File: config.mk
export PLATFORM = sky130hd
export DESIGN_NAME = fp_normalize_pack
export DESIGN_NICKNAME = d
export VERILOG_FILES = /design/src/rtl/fp_normalize_pack.sv
export SDC_FILE = /design/constraint.sdc
export NUM_CORES = 1
export LEC_CHECK = 0
export ABC_AREA = 1
export BUFFER_PORTS_ARGS = -buffer_cell sky130_fd_sc_hd__buf_4
export CAP_MARGIN = 20
export CORE_MARGIN = 1
export CORE_UTILIZATION = 61
export DETAILED_ROUTE_END_ITERATION = 12
export GPL_ROUTABILITY_DRIVEN = 0
export PLACE_DENSITY = 0.92
export SLEW_MARGIN = 30
export SYNTH_ARGS = -nofsm -noshare
export SYNTH_HDL_FRONTEND = slang
export SYNTH_SLANG_ARGS = --single-unit
File: constraint.sdc
create_clock -name clk -period 2.8 [get_ports clk]
set_input_delay 0.56 -clock clk [delete_from_list [all_inputs] [get_ports clk]]
set_output_delay 0.56 -clock clk [all_outputs]
set_load 0.01 [all_outputs]
File: src/rtl/fp_normalize_pack.sv
// rtl/fp_normalize_pack.sv - FP add/sub back end: one-bit-per-cycle normalize, optional RNE round, IEEE pack
// Define FP_ROUND_EN to enable the round-to-nearest-even state; otherwise the result is truncated.
module fp_normalize_pack #(
  parameter int EXP_W  = 8,
  parameter int MANT_W = 23
) (
  input  logic                    clk,
  input  logic                    rst,
  input  logic                    in_valid,
  output logic                    in_ready,
  input  logic [MANT_W+1:0]       mant_sum,
  input  logic [2:0]              grs,
  input  logic [EXP_W-1:0]        exp_in,
  input  logic                    sign_res,
  output logic                    out_valid,
  input  logic                    out_ready,
  output logic [EXP_W+MANT_W:0]   result,
  output logic                    flag_zero,
  output logic                    flag_ovf,
  output logic                    flag_unf
);
  localparam logic [EXP_W-1:0] EXP_MAX = {EXP_W{1'b1}};
  localparam logic [EXP_W-1:0] EXP_ONE = EXP_W'(1);

  typedef enum logic [1:0] {IDLE, NORM, ROUND, DONE} state_t;
  state_t state, state_n;

  logic [MANT_W+1:0]     mant_r, mant_n;
  logic                  g_r, r_r, s_r, g_n, r_n, s_n;
  logic [EXP_W-1:0]      exp_r, exp_n, exp_inc;
  logic                  sign_r, sign_n;
  logic [EXP_W+MANT_W:0] result_r, result_n, inf_word;
  logic                  zero_r, zero_n, ovf_r, ovf_n, unf_r, unf_n;
`ifdef FP_ROUND_EN
  logic                  round_up;
  logic [MANT_W+1:0]     round_sum;
`endif

  assign in_ready  = (state == IDLE) & ~rst;
  assign out_valid = (state == DONE);
  assign result    = result_r;
  assign flag_zero = zero_r;
  assign flag_ovf  = ovf_r;
  assign flag_unf  = unf_r;
  assign exp_inc   = exp_r + EXP_ONE;
  assign inf_word  = {sign_r, EXP_MAX, {MANT_W{1'b0}}};

  always_ff @(posedge clk) begin
    if (rst) begin
      state    <= IDLE;
      mant_r   <= '0;
      g_r      <= 1'b0;
      r_r      <= 1'b0;
      s_r      <= 1'b0;
      exp_r    <= '0;
      sign_r   <= 1'b0;
      result_r <= '0;
      zero_r   <= 1'b0;
      ovf_r    <= 1'b0;
      unf_r    <= 1'b0;
    end else begin
      state    <= state_n;
      mant_r   <= mant_n;
      g_r      <= g_n;
      r_r      <= r_n;
      s_r      <= s_n;
      exp_r    <= exp_n;
      sign_r   <= sign_n;
      result_r <= result_n;
      zero_r   <= zero_n;
      ovf_r    <= ovf_n;
      unf_r    <= unf_n;
    end
  end

  always_comb begin
    state_n  = state;
    mant_n   = mant_r;
    g_n      = g_r;
    r_n      = r_r;
    s_n      = s_r;
    exp_n    = exp_r;
    sign_n   = sign_r;
    result_n = result_r;
    zero_n   = zero_r;
    ovf_n    = ovf_r;
    unf_n    = unf_r;
`ifdef FP_ROUND_EN
    round_up  = 1'b0;
    round_sum = '0;
`endif
    case (state)
      IDLE: begin
        if (in_valid && in_ready) begin
          mant_n              = mant_sum;
          {g_n, r_n, s_n}     = grs;
          exp_n               = (exp_in == '0) ? EXP_ONE : exp_in;
          sign_n              = sign_res;
          zero_n              = 1'b0;
          ovf_n               = 1'b0;
          unf_n               = 1'b0;
          state_n             = NORM;
        end
      end
      NORM: begin
        if (mant_r == '0 && !g_r && !r_r && !s_r) begin
          result_n = '0;
          zero_n   = 1'b1;
          unf_n    = 1'b0;
          state_n  = DONE;
        end else if (exp_r == EXP_MAX) begin
          result_n = inf_word;
          ovf_n    = 1'b1;
          state_n  = DONE;
        end else if (mant_r[MANT_W+1]) begin
          mant_n = mant_r >> 1;
          g_n    = mant_r[0];
          r_n    = g_r;
          s_n    = r_r | s_r;
          exp_n  = exp_inc;
          if (exp_inc == EXP_MAX) begin
            result_n = inf_word;
            ovf_n    = 1'b1;
            state_n  = DONE;
          end
        end else if (!mant_r[MANT_W] && exp_r > EXP_ONE) begin
          // Sticky stays put on left shifts: it only records bits already lost below R.
          mant_n = {mant_r[MANT_W:0], g_r};
          g_n    = r_r;
          r_n    = 1'b0;
          exp_n  = exp_r - EXP_ONE;
        end else begin
          if (!mant_r[MANT_W]) begin
            exp_n = '0;
            unf_n = 1'b1;
          end
`ifdef FP_ROUND_EN
          state_n = ROUND;
`else
          result_n = {sign_r, (mant_r[MANT_W] ? exp_r : {EXP_W{1'b0}}), mant_r[MANT_W-1:0]};
          state_n  = DONE;
`endif
        end
      end
`ifdef FP_ROUND_EN
      ROUND: begin
        round_up  = g_r & (r_r | s_r | mant_r[0]);
        round_sum = mant_r + {{(MANT_W+1){1'b0}}, round_up};
        mant_n    = round_sum;
        state_n   = DONE;
        if (round_sum[MANT_W+1]) begin
          mant_n = round_sum >> 1;
          exp_n  = exp_inc;
          if (exp_inc == EXP_MAX) begin
            result_n = inf_word;
            ovf_n    = 1'b1;
            unf_n    = 1'b0;
          end else begin
            result_n = {sign_r, exp_inc, round_sum[MANT_W:1]};
          end
        end else if (unf_r && round_sum[MANT_W]) begin
          // A denormal that rounds up into the hidden bit becomes the smallest normal.
          exp_n    = EXP_ONE;
          unf_n    = 1'b0;
          result_n = {sign_r, EXP_ONE, round_sum[MANT_W-1:0]};
        end else begin
          result_n = {sign_r, exp_r, round_sum[MANT_W-1:0]};
        end
      end
`endif
      DONE: begin
        if (out_ready) state_n = IDLE;
      end
      default: state_n = IDLE;
    endcase
  end
endmodule

Word-level counts from Yosys, hierarchy flattened
Cells that the tools add are included.

Register bits after elaboration: 74. Input bits: 41. Output and inout bits: 37. Word-level logic and storage cells: 119.

Add/subtract/negate cells: 2. $lt $le $gt $ge: 1. Equality and inequality tests: 21. Mux-type cells: 58. Bitwise logic cells: 3. Reductions and logical operators: 22.

Operator list (number): 32-bit two-way mux (5); 25-bit two-way mux (5); 8-bit two-way mux (7); 25-bit case mux with 2 select lines (1); 25-bit logical NOT (1); 1-bit two-way mux (25); 3-bit != test, second input constant (7); 8-bit equality test, second input constant (2); 8-bit case mux with 2 select lines (1); 5-bit AND reduction (3); 2-bit two-way mux (7); 1-bit case mux with 2 select lines (6); 5-bit != test, second input constant (2); 8-bit by 1-bit adder with 8-bit output, second input constant (1); 8-bit by 1-bit > comparator with 1-bit output, second input constant (1); 8-bit logical NOT (1); 2-bit != test, second input constant (4); 4-bit AND reduction (2); 8-bit by 1-bit subtractor with 8-bit output, second input constant (1); 2-bit case mux with 3 select lines (1); 3-bit AND reduction (2); 6-bit AND reduction (1); 1-bit logical AND (5); 1-bit logical NOT (4); 11 further kinds (12).

Longest topological paths before layout
Gate-level depths: netlist of run 1.

Depth in word-level cells: 7. Gate-level depth with buffers: 14. Depth with buffers taken out: 13.

Least setup slack after synthesis of run 1
OpenSTA, ideal clock, no wires.

Path type: input-to-reg. Start point: input port rst. End point: register mant_r[16]. Library setup time: 0.113 ns. Arrival time: 1.868 ns. Required time: 2.687 ns. Path slack: 0.819 ns. Stages on the path: 10. Path buffers: 2. Cells stage by stage: buf_2 > nor3_2 > nand2_1 > nand2_1 > nand3_1 > inv_2 > nand2_2 > buf_2 > nor2_1 > nor2_1.

Longest elaborated chain between the ends: 5.

RTL lines: start, declared (RTL line 8) `input logic rst,`; 1-bit inverter (RTL line 39) `assign in_ready = (state == IDLE) & ~rst;`; 1-bit AND (RTL line 39); named net in_ready (RTL line 10) `output logic in_ready,`; 1-bit logical AND (RTL line 94) `if (in_valid && in_ready) begin`; 2-bit by 1-bit != test with 1-bit output (no source line); 5-bit AND reduction (no source line); end signal, assigned (RTL line 63) `mant_r <= mant_n;`; end, declared (RTL line 28) `logic [MANT_W+1:0] mant_r, mant_n;`.

The timed path passes the listed nets, and every way through them passes these cells. A chain may end at the register's enable or synchronous reset.

Final worst setup path of run 1
Start point: register exp_r[0]. End point: register result_r[12] (netlist: result[12]).

Longest elaborated chain between the ends: 4. Elaborated cells between the ends (all ways): 10. Those cells by class: add/sub (1); order compare (1); eq/ne (4); mux (2); reduce/logical (2).

RTL lines: start, declared (RTL line 30) `logic [EXP_W-1:0] exp_r, exp_n, exp_inc;`; start signal, assigned (RTL line 67) `exp_r <= exp_n;`; 8-bit by 1-bit adder with 8-bit output / 8-bit by 1-bit > comparator with 1-bit output (equally long branches) (RTL line 45, 126); 8-bit equality test / 1-bit logical AND (equally long branches) (RTL line 121, 126); 4-bit by 1-bit != test with 1-bit output (no source line) / 4-bit != test (equally long branches); 3-bit AND reduction (no source line); end signal, assigned (RTL line 69) `result_r <= result_n;`; end, declared (RTL line 32) `logic [EXP_W+MANT_W:0] result_r, result_n, inf_word;`.

Parallel ways exist; a longest one is shown, timed or not.

==> flow_metrics.env, run 1 <==
export IMPL_grt_max_degree=52
export IMPL_comb_power_share_pct=36.8
export IMPL_synth_top_family_by_area="simple AND/OR/NAND/NOR gates"
export IMPL_cts_root_buffer="clkbuf_8"
export IMPL_hold_end="sign_r"
export IMPL_antenna_cells=0
export IMPL_rsz0062_at_grt="no"
export IMPL_dieHeight_um=86.85
export IMPL_critPathTopFamily="simple AND/OR/NAND/NOR gates"
export IMPL_hold_class="in2reg"
export IMPL_synth_warnings=0
export IMPL_first_iter_violations=481
export IMPL_syn_avg_cell_area_um2=6.033
export IMPL_drcViolationCount=0
export IMPL_dp_slack_ns=0.3735
export IMPL_p_sw_uw=1452
export IMPL_grt_pass1_wl_um=19940
export IMPL_ir_worst_vdd_v=0.0004040
export IMPL_synth_top_area_share_pct=33.73
export IMPL_ys_types=35
export IMPL_clockPowerShare_pct=25.2
export IMPL_synthCells=728
export IMPL_p_int_uw=2084
export IMPL_arrival_ns=2.68
export IMPL_skew_ns=0.009291
export IMPL_reg2reg_slack_ns=0.37
export IMPL_p_leak_uw=0.002622
export IMPL_utilization_pct=75.83
export IMPL_viasPerCell=5.531
export IMPL_h_tree_depth=3
export IMPL_crit_required_ns=3.05
export IMPL_hpwlAfterDp_um=8483
export IMPL_wirelength_um=12100
export IMPL_cp_num_buf_inv=1
export IMPL_hold_path_depth=3
export IMPL_max_freq_ghz=0.4109
export IMPL_fp_dieW_um=86.85
export IMPL_dpl_instance_area_mm2=0.004999
export IMPL_die_area_mm2=0.007543
export IMPL_drtPass1Iterations=5
export IMPL_clock_path_buffers=2
export IMPL_synth_seq_cells=74
export IMPL_slew_violations=0
export IMPL_yosys_area_top_type="dfxtp_1"
export IMPL_path_max_fanout=48
export IMPL_vias=4928
export IMPL_io_pins=78
export IMPL_synth_area_leaders="dfxtp_1, nand2_1, nor2_1"
export IMPL_antenna_found_initial=0
export IMPL_crit_type="reg2reg"
export IMPL_syn_to_final_growth_pct=18.60
export IMPL_sw_frac_of_total_pct=41.06
export IMPL_finalHoldViolCount=0
export IMPL_cts_hold_buf=0
export IMPL_final_net_count=835
export IMPL_cp_end_kind="flip-flop"
export IMPL_syn_num_nets=773
export IMPL_drive_above_1_share_pct=15.97
export IMPL_ant_nets=0
export IMPL_setup_worst_path_start_class="flip-flop"
export IMPL_detail_route_wl_per_cell_um=13.58
export IMPL_synth_fa_ha_area_share_pct=1.140
export IMPL_reg2reg_from="exp_r[0]"
export IMPL_synth_compound_area_share_pct=10.71
export IMPL_r2r_end="result[12]"
export IMPL_design_area_mm2=0.005209
export IMPL_cts_reportedPaths_clkPinSlew_ns=0.09
export IMPL_synth_xor_area_share_pct=0.3989
export IMPL_critical_path_max_stage_delay_ns=0.48
export IMPL_track_usage_pct=33.70
export IMPL_fin_crit_ns=2.434
export IMPL_hp_start="sign_res"
export IMPL_num_rows=30
export IMPL_period_share_pct=86.92
export IMPL_powerDensity_mw_per_mm2=678.9
export IMPL_crit_path_top_delay_cell="dfxtp_1"
export IMPL_ctsResizeCount=0
export IMPL_worstMarginPinSlew_ns=0.6624
export IMPL_io_buffers=77
export IMPL_p_seq_share_pct=38.0
export IMPL_outcome="complete, no violations"
export IMPL_setup_tns_ns=0
export IMPL_clkSinkCount=74
export IMPL_tritoncts="done"
export IMPL_cap_viol_max_count=0
export IMPL_core_area_mm2=0.006869
export IMPL_grt_overflow=0
export IMPL_cts_buffers=9
export IMPL_clk_latency_ns=0.35
export IMPL_grt_pass1_vias=4485
export IMPL_initial_core_util_pct=63.93
export IMPL_synthMuxAreaShare_pct=0
export IMPL_post_cts_repair_setup_buffers=0
export IMPL_worstRegToRegCells=13
export IMPL_crit_top_cell="nand2_1"
export IMPL_path_cells="ha_1 -> nand2_2 -> nor2_4 -> nand3_2 -> nand2_1 -> nor2_1 -> nand2_2 -> nand3_4 -> nand3_2 -> buf_4 -> nand2_1 -> nand2_1 -> nor2_1"
export IMPL_ys_seq_area_share_pct=33.73
export IMPL_relSlewSlack_pct=55.68
export IMPL_synthSimpleGateAreaFrac_pct=42.54
export IMPL_setup_viol=0
export IMPL_setup_ws_ns=0.3662
export IMPL_syn_area_mm2=0.004392
## sequential cells by signal (all words and copies together), names as in the netlist
register,count
exp_r,8
g_r,1
result,32
flag_zero,1
flag_unf,1
flag_ovf,1
r_r,1
state,2
sign_r,1
mant_r,25
s_r,1
## power by group through the flow
stage	Combinational, uW	Sequential, uW	Clock [uW]
final	1300	1340	892
after global routing	1460	1360	951
after CTS	1280	1340	892
after detailed placement	1260	1360	0
after global placement	1210	1360	0
after floorplan	922	1340	0
## Yosys cell counts
cell type and number:
a21oi_1 24, a21oi_2 1, a221oi_1 1, a31oi_1 1, a41oi_1 1, and2_1 1, buf_1 1, buf_2 16
buf_6 3, clkbuf_1 19, clkinv_1 1, dfxtp_1 74, ha_1 4, inv_1 78, inv_2 5, nand2_1 203
nand2_2 4, nand3_1 48, nand3_2 3, nand3_4 1, nand4_1 20, nor2_1 153, nor2_2 2, nor2_4 2
nor3_1 6, nor3_2 1, nor4_1 1, o211ai_1 22, o21ai_0 25, o21ai_1 1, o21bai_1 1, o221ai_1 1
o22ai_1 1, or2_2 1, xor2_1 2
## how the worst max path moves through the flow
stage | start | endpoint | slack, ns | cells after the start
final | exp_r[0] | result[12] | 0.37 | 13
after global routing | exp_r[0] | result[10] | 0.10 | 11
after CTS | exp_r[0] | result[5] | 0.29 | 11
after detailed placement | exp_r[0] | result[5] | 0.37 | 11
after global placement | exp_r[0] | result[6] | 0.55 | 11
after floorplan | rst | mant_r[16] | 0.82 | 10
## metrics by stage
step | instances | hold WS, ns | power [uW]
after floorplan | 728 | 0.4451 | 2259
after global routing | 891 | 0.4357 | 3770
after global placement | 875 | 0.4468 | 2570
final | 891 | 0.4258 | 3536
after CTS | 891 | 0.4254 | 3505
after detailed placement | 875 | 0.4545 | 2619
## cells by family (layout without fill, tap and decap cells)
kind of cell / count (synthesis) / count (layout)
XOR/XNOR: 2 / 2
flip-flops: 74 / 74
buffers and inverters: 123 / 190
adder cells (fa/ha/maj): 4 / 4
AND/OR/NAND/NOR: 446 / 446
AO/OA/AOI/OAI: 79 / 79
## cell type report
cell class / instances / area, um2
inverters: 84 / 315.3
clock buffers: 9 / 123.9
repair buffers: 90 / 675.6
flip-flops and latches: 74 / 1481
clock inverters: 7 / 83.83
well taps: 96 / 120.1
multi-input cells: 531 / 2409
fillers: 546 / 1660
## routing by layer
layer / GRT usage, % / vias to the layer above / part of all wire (%)
met5: 0 / - / 0
met4: 14.85 / 0 / 3.8
met3: 5.403 / 47 / 7.1
met2: 59.84 / 265 / 49
met1: 39.98 / 2190 / 40
li1: - / 2426 / -
## worst register-to-register path, cell delays in order (launching register included)
cell and delay, ns:
dfxtp_1 0.48, ha_1 0.26, nand2_2 0.11, nor2_4 0.16, nand3_2 0.11, nand2_1 0.11
nor2_1 0.06, nand2_2 0.09, nand3_4 0.18, nand3_2 0.11, buf_4 0.40, nand2_1 0.12
nand2_1 0.10, nor2_1 0.05
## placed cells by master (no fill, tap or decap), types with 2 or more instances in the layout
| master | count |
|---|---|
| nor2_2 | 3 |
| inv_6 | 3 |
| nand3_1 | 48 |
| nor3_1 | 6 |
| o211ai_1 | 22 |
| ha_1 | 4 |
| buf_4 | 90 |
| nand3_2 | 3 |
| xor2_1 | 2 |
| clkbuf_8 | 9 |
| dfxtp_1 | 74 |
| nand2_2 | 4 |
| nand2_1 | 203 |
| nor2_1 | 152 |
| nor2_4 | 2 |
| nand4_1 | 20 |
| a21oi_1 | 24 |
| inv_1 | 78 |
| inv_2 | 5 |
| o21ai_0 | 25 |
Power figures use the tool's default switching activity.
==> inputs of run 2 (changes only) <==
==> constraint.sdc (replaced) <==
create_clock -name clk -period 2.8 [get_ports clk]
set_input_delay 0.42 -clock clk [delete_from_list [all_inputs] [get_ports clk]]
set_output_delay 0.42 -clock clk [all_outputs]
set_load 0.01 [all_outputs]
==> run 2 against run 1 <==
Against the previous run:
- via count rose by 2.9%
- final cell count fell by 0.45%
- clock skew rose by 0.0052 ns
- critical path depth did not move
- largest power group unchanged
- largest cell class unchanged
- highest routed layer unchanged
- critical endpoint is now result[17]
==> flow_metrics.env, run 2 (same netlist as run 1, synthesis figures left out) <==
export IMPL_fp_dieW_um=86.85
export IMPL_setup_tns_ns=0
export IMPL_die_area_mm2=0.007543
export IMPL_rsz0062_at_grt="no"
export IMPL_cts_buffers=9
export IMPL_path_cells="ha_1 -> nand2_2 -> nor2_4 -> nand3_2 -> nand2_1 -> nor2_1 -> nand2_2 -> nand3_4 -> nand3_2 -> buf_4 -> nand2_1 -> nand2_1 -> nor2_1"
export IMPL_tritoncts="done"
export IMPL_setup_viol=0
export IMPL_clock_path_buffers=2
export IMPL_fin_crit_ns=2.561
export IMPL_comb_power_share_pct=36.8
export IMPL_hold_path_depth=3
export IMPL_post_cts_repair_setup_buffers=0
export IMPL_fillers=548
export IMPL_grtUsageMet2_pct=63.21
export IMPL_cp_end_kind="flip-flop"
export IMPL_whs_ns=0.3083
export IMPL_num_rows=30
export IMPL_viasPerCell=5.719
export IMPL_dieHeight_um=86.85
export IMPL_p_seq_share_pct=38.0
export IMPL_vias=5073
export IMPL_grt_pass1_wl_um=20890
export IMPL_arrival_ns=2.80
export IMPL_ant_nets=0
export IMPL_clkSinkCount=74
export IMPL_use_met3_pct=7.488
export IMPL_crit_required_ns=3.04
export IMPL_skew_ns=0.01445
export IMPL_crit_top_cell="nand2_1"
export IMPL_p_int_uw=2146
export IMPL_max_freq_ghz=0.3905
export IMPL_drtPass1Iterations=7
export IMPL_layout_common_cells="nand2_1, nor2_1, buf_4, inv_1, dfxtp_1"
export IMPL_outcome="complete, no violations"
export IMPL_slew_violations=0
export IMPL_initial_core_util_pct=63.93
export IMPL_grt_busiest_layer="met2"
export IMPL_core_area_mm2=0.006869
export IMPL_hold_class="in2reg"
export IMPL_crit_path_top_delay_cell="dfxtp_1"
export IMPL_syn_to_final_growth_pct=18.43
export IMPL_powerDensity_mw_per_mm2=684.2
export IMPL_detail_route_wl_per_cell_um=14.25
export IMPL_layout_commonest_cell="nand2_1"
export IMPL_critical_path_max_stage_delay_ns=0.49
export IMPL_p_sw_uw=1412
export IMPL_io_buffers=77
export IMPL_track_usage_pct=35.28
export IMPL_grt_pass1_vias=4671
export IMPL_grt_overflow=0
export IMPL_period_share_pct=91.47
export IMPL_cap_viol_max_count=0
export IMPL_cts_root_buffer="clkbuf_8"
export IMPL_h_tree_depth=3
export IMPL_hpwlAfterDp_um=8805
export IMPL_ctsResizeCount=0
export IMPL_io_pins=78
export IMPL_drcViolationCount=0
export IMPL_path_max_fanout=48
export IMPL_setup_worst_path_start_class="flip-flop"
export IMPL_cts_hold_buf=0
export IMPL_cts_reportedPaths_clkPinSlew_ns=0.08
export IMPL_worstRegToRegCells=13
export IMPL_first_iter_violations=443
export IMPL_largest_reg_flops=32
export IMPL_grt_max_degree=52
export IMPL_grtUsageMet1_pct=39.50
export IMPL_antenna_cells=0
export IMPL_clk_latency_ns=0.35
export IMPL_wirelength_um=12640
export IMPL_ir_worst_vdd_v=0.0003912
export IMPL_sw_frac_of_total_pct=39.69
export IMPL_worstMarginPinSlew_ns=0.8262
export IMPL_crit_type="reg2reg"
export IMPL_p_leak_uw=0.002615
export IMPL_antenna_found_initial=0
export IMPL_clockPowerShare_pct=25.3
export IMPL_final_net_count=833
export IMPL_finalHoldViolCount=0
export IMPL_drive_above_1_share_pct=15.42
export IMPL_relSlewSlack_pct=44.86
run 2: final timing paths:
path	startpoint	to	slack, ns
min	sign_res	sign_r	0.31
min reg2reg	flag_ovf	flag_ovf	0.46
max	exp_r[0]	result[17]	0.24
max reg2reg	exp_r[0]	result[17]	0.24
run 2: routing by layer:
| metal | wire length, um | vias up |
|---|---|---|
| met4 | 502 | 0 |
| li1 | - | 2413 |
| met5 | 0 | - |
| met1 | 4914 | 2332 |
| met2 | 6274 | 274 |
| met3 | 948 | 54 |
run 2: stage by stage:
stage	std cells	utilization, %	cell area [um2]	total power, uW	worst slack, ns
finish	887	75.72	5201	3559	0.2389
global placement	873	72.73	4996	2574	0.5293
CTS	887	75.72	5201	3518	0.2960
detailed placement	873	72.73	4996	2632	0.3879
global route	887	75.72	5201	3784	0.04965
floorplan	728	-	4392	2259	0.9249
run 2: power groups by stage:
| stage | clock network, uW | logic (uW) | registers [uW] |
|---|---|---|---|
| 6_report | 899 | 1310 | 1350 |
| 5_1_grt | 950 | 1470 | 1360 |
| 4_1_cts | 894 | 1280 | 1340 |
| 3_3_place_gp | 0 | 1220 | 1360 |
| 3_5_place_dp | 0 | 1270 | 1360 |
| 2_1_floorplan | 0 | 922 | 1340 |
run 2: area by class of cell:
type                            count  area [um2]  share of cell area, %
Tap cell                           96       120.1                  2.309
Sequential cell                    74        1481                  28.48
Inverter                           84       315.3                  6.062
Clock inverter                      5       81.33                  1.564
Multi-Input combinational cell    531        2406                  46.26
Clock buffer                        9       123.9                  2.382
Timing Repair Buffer               88       673.1                  12.94
run 2: critical path, delay by kind of cell, from the launching register on:
family        cells  cell delay [ns]
buf+inv           1             0.41
simple gates     11             1.26
flops             1             0.49
fa+ha+maj         1             0.26
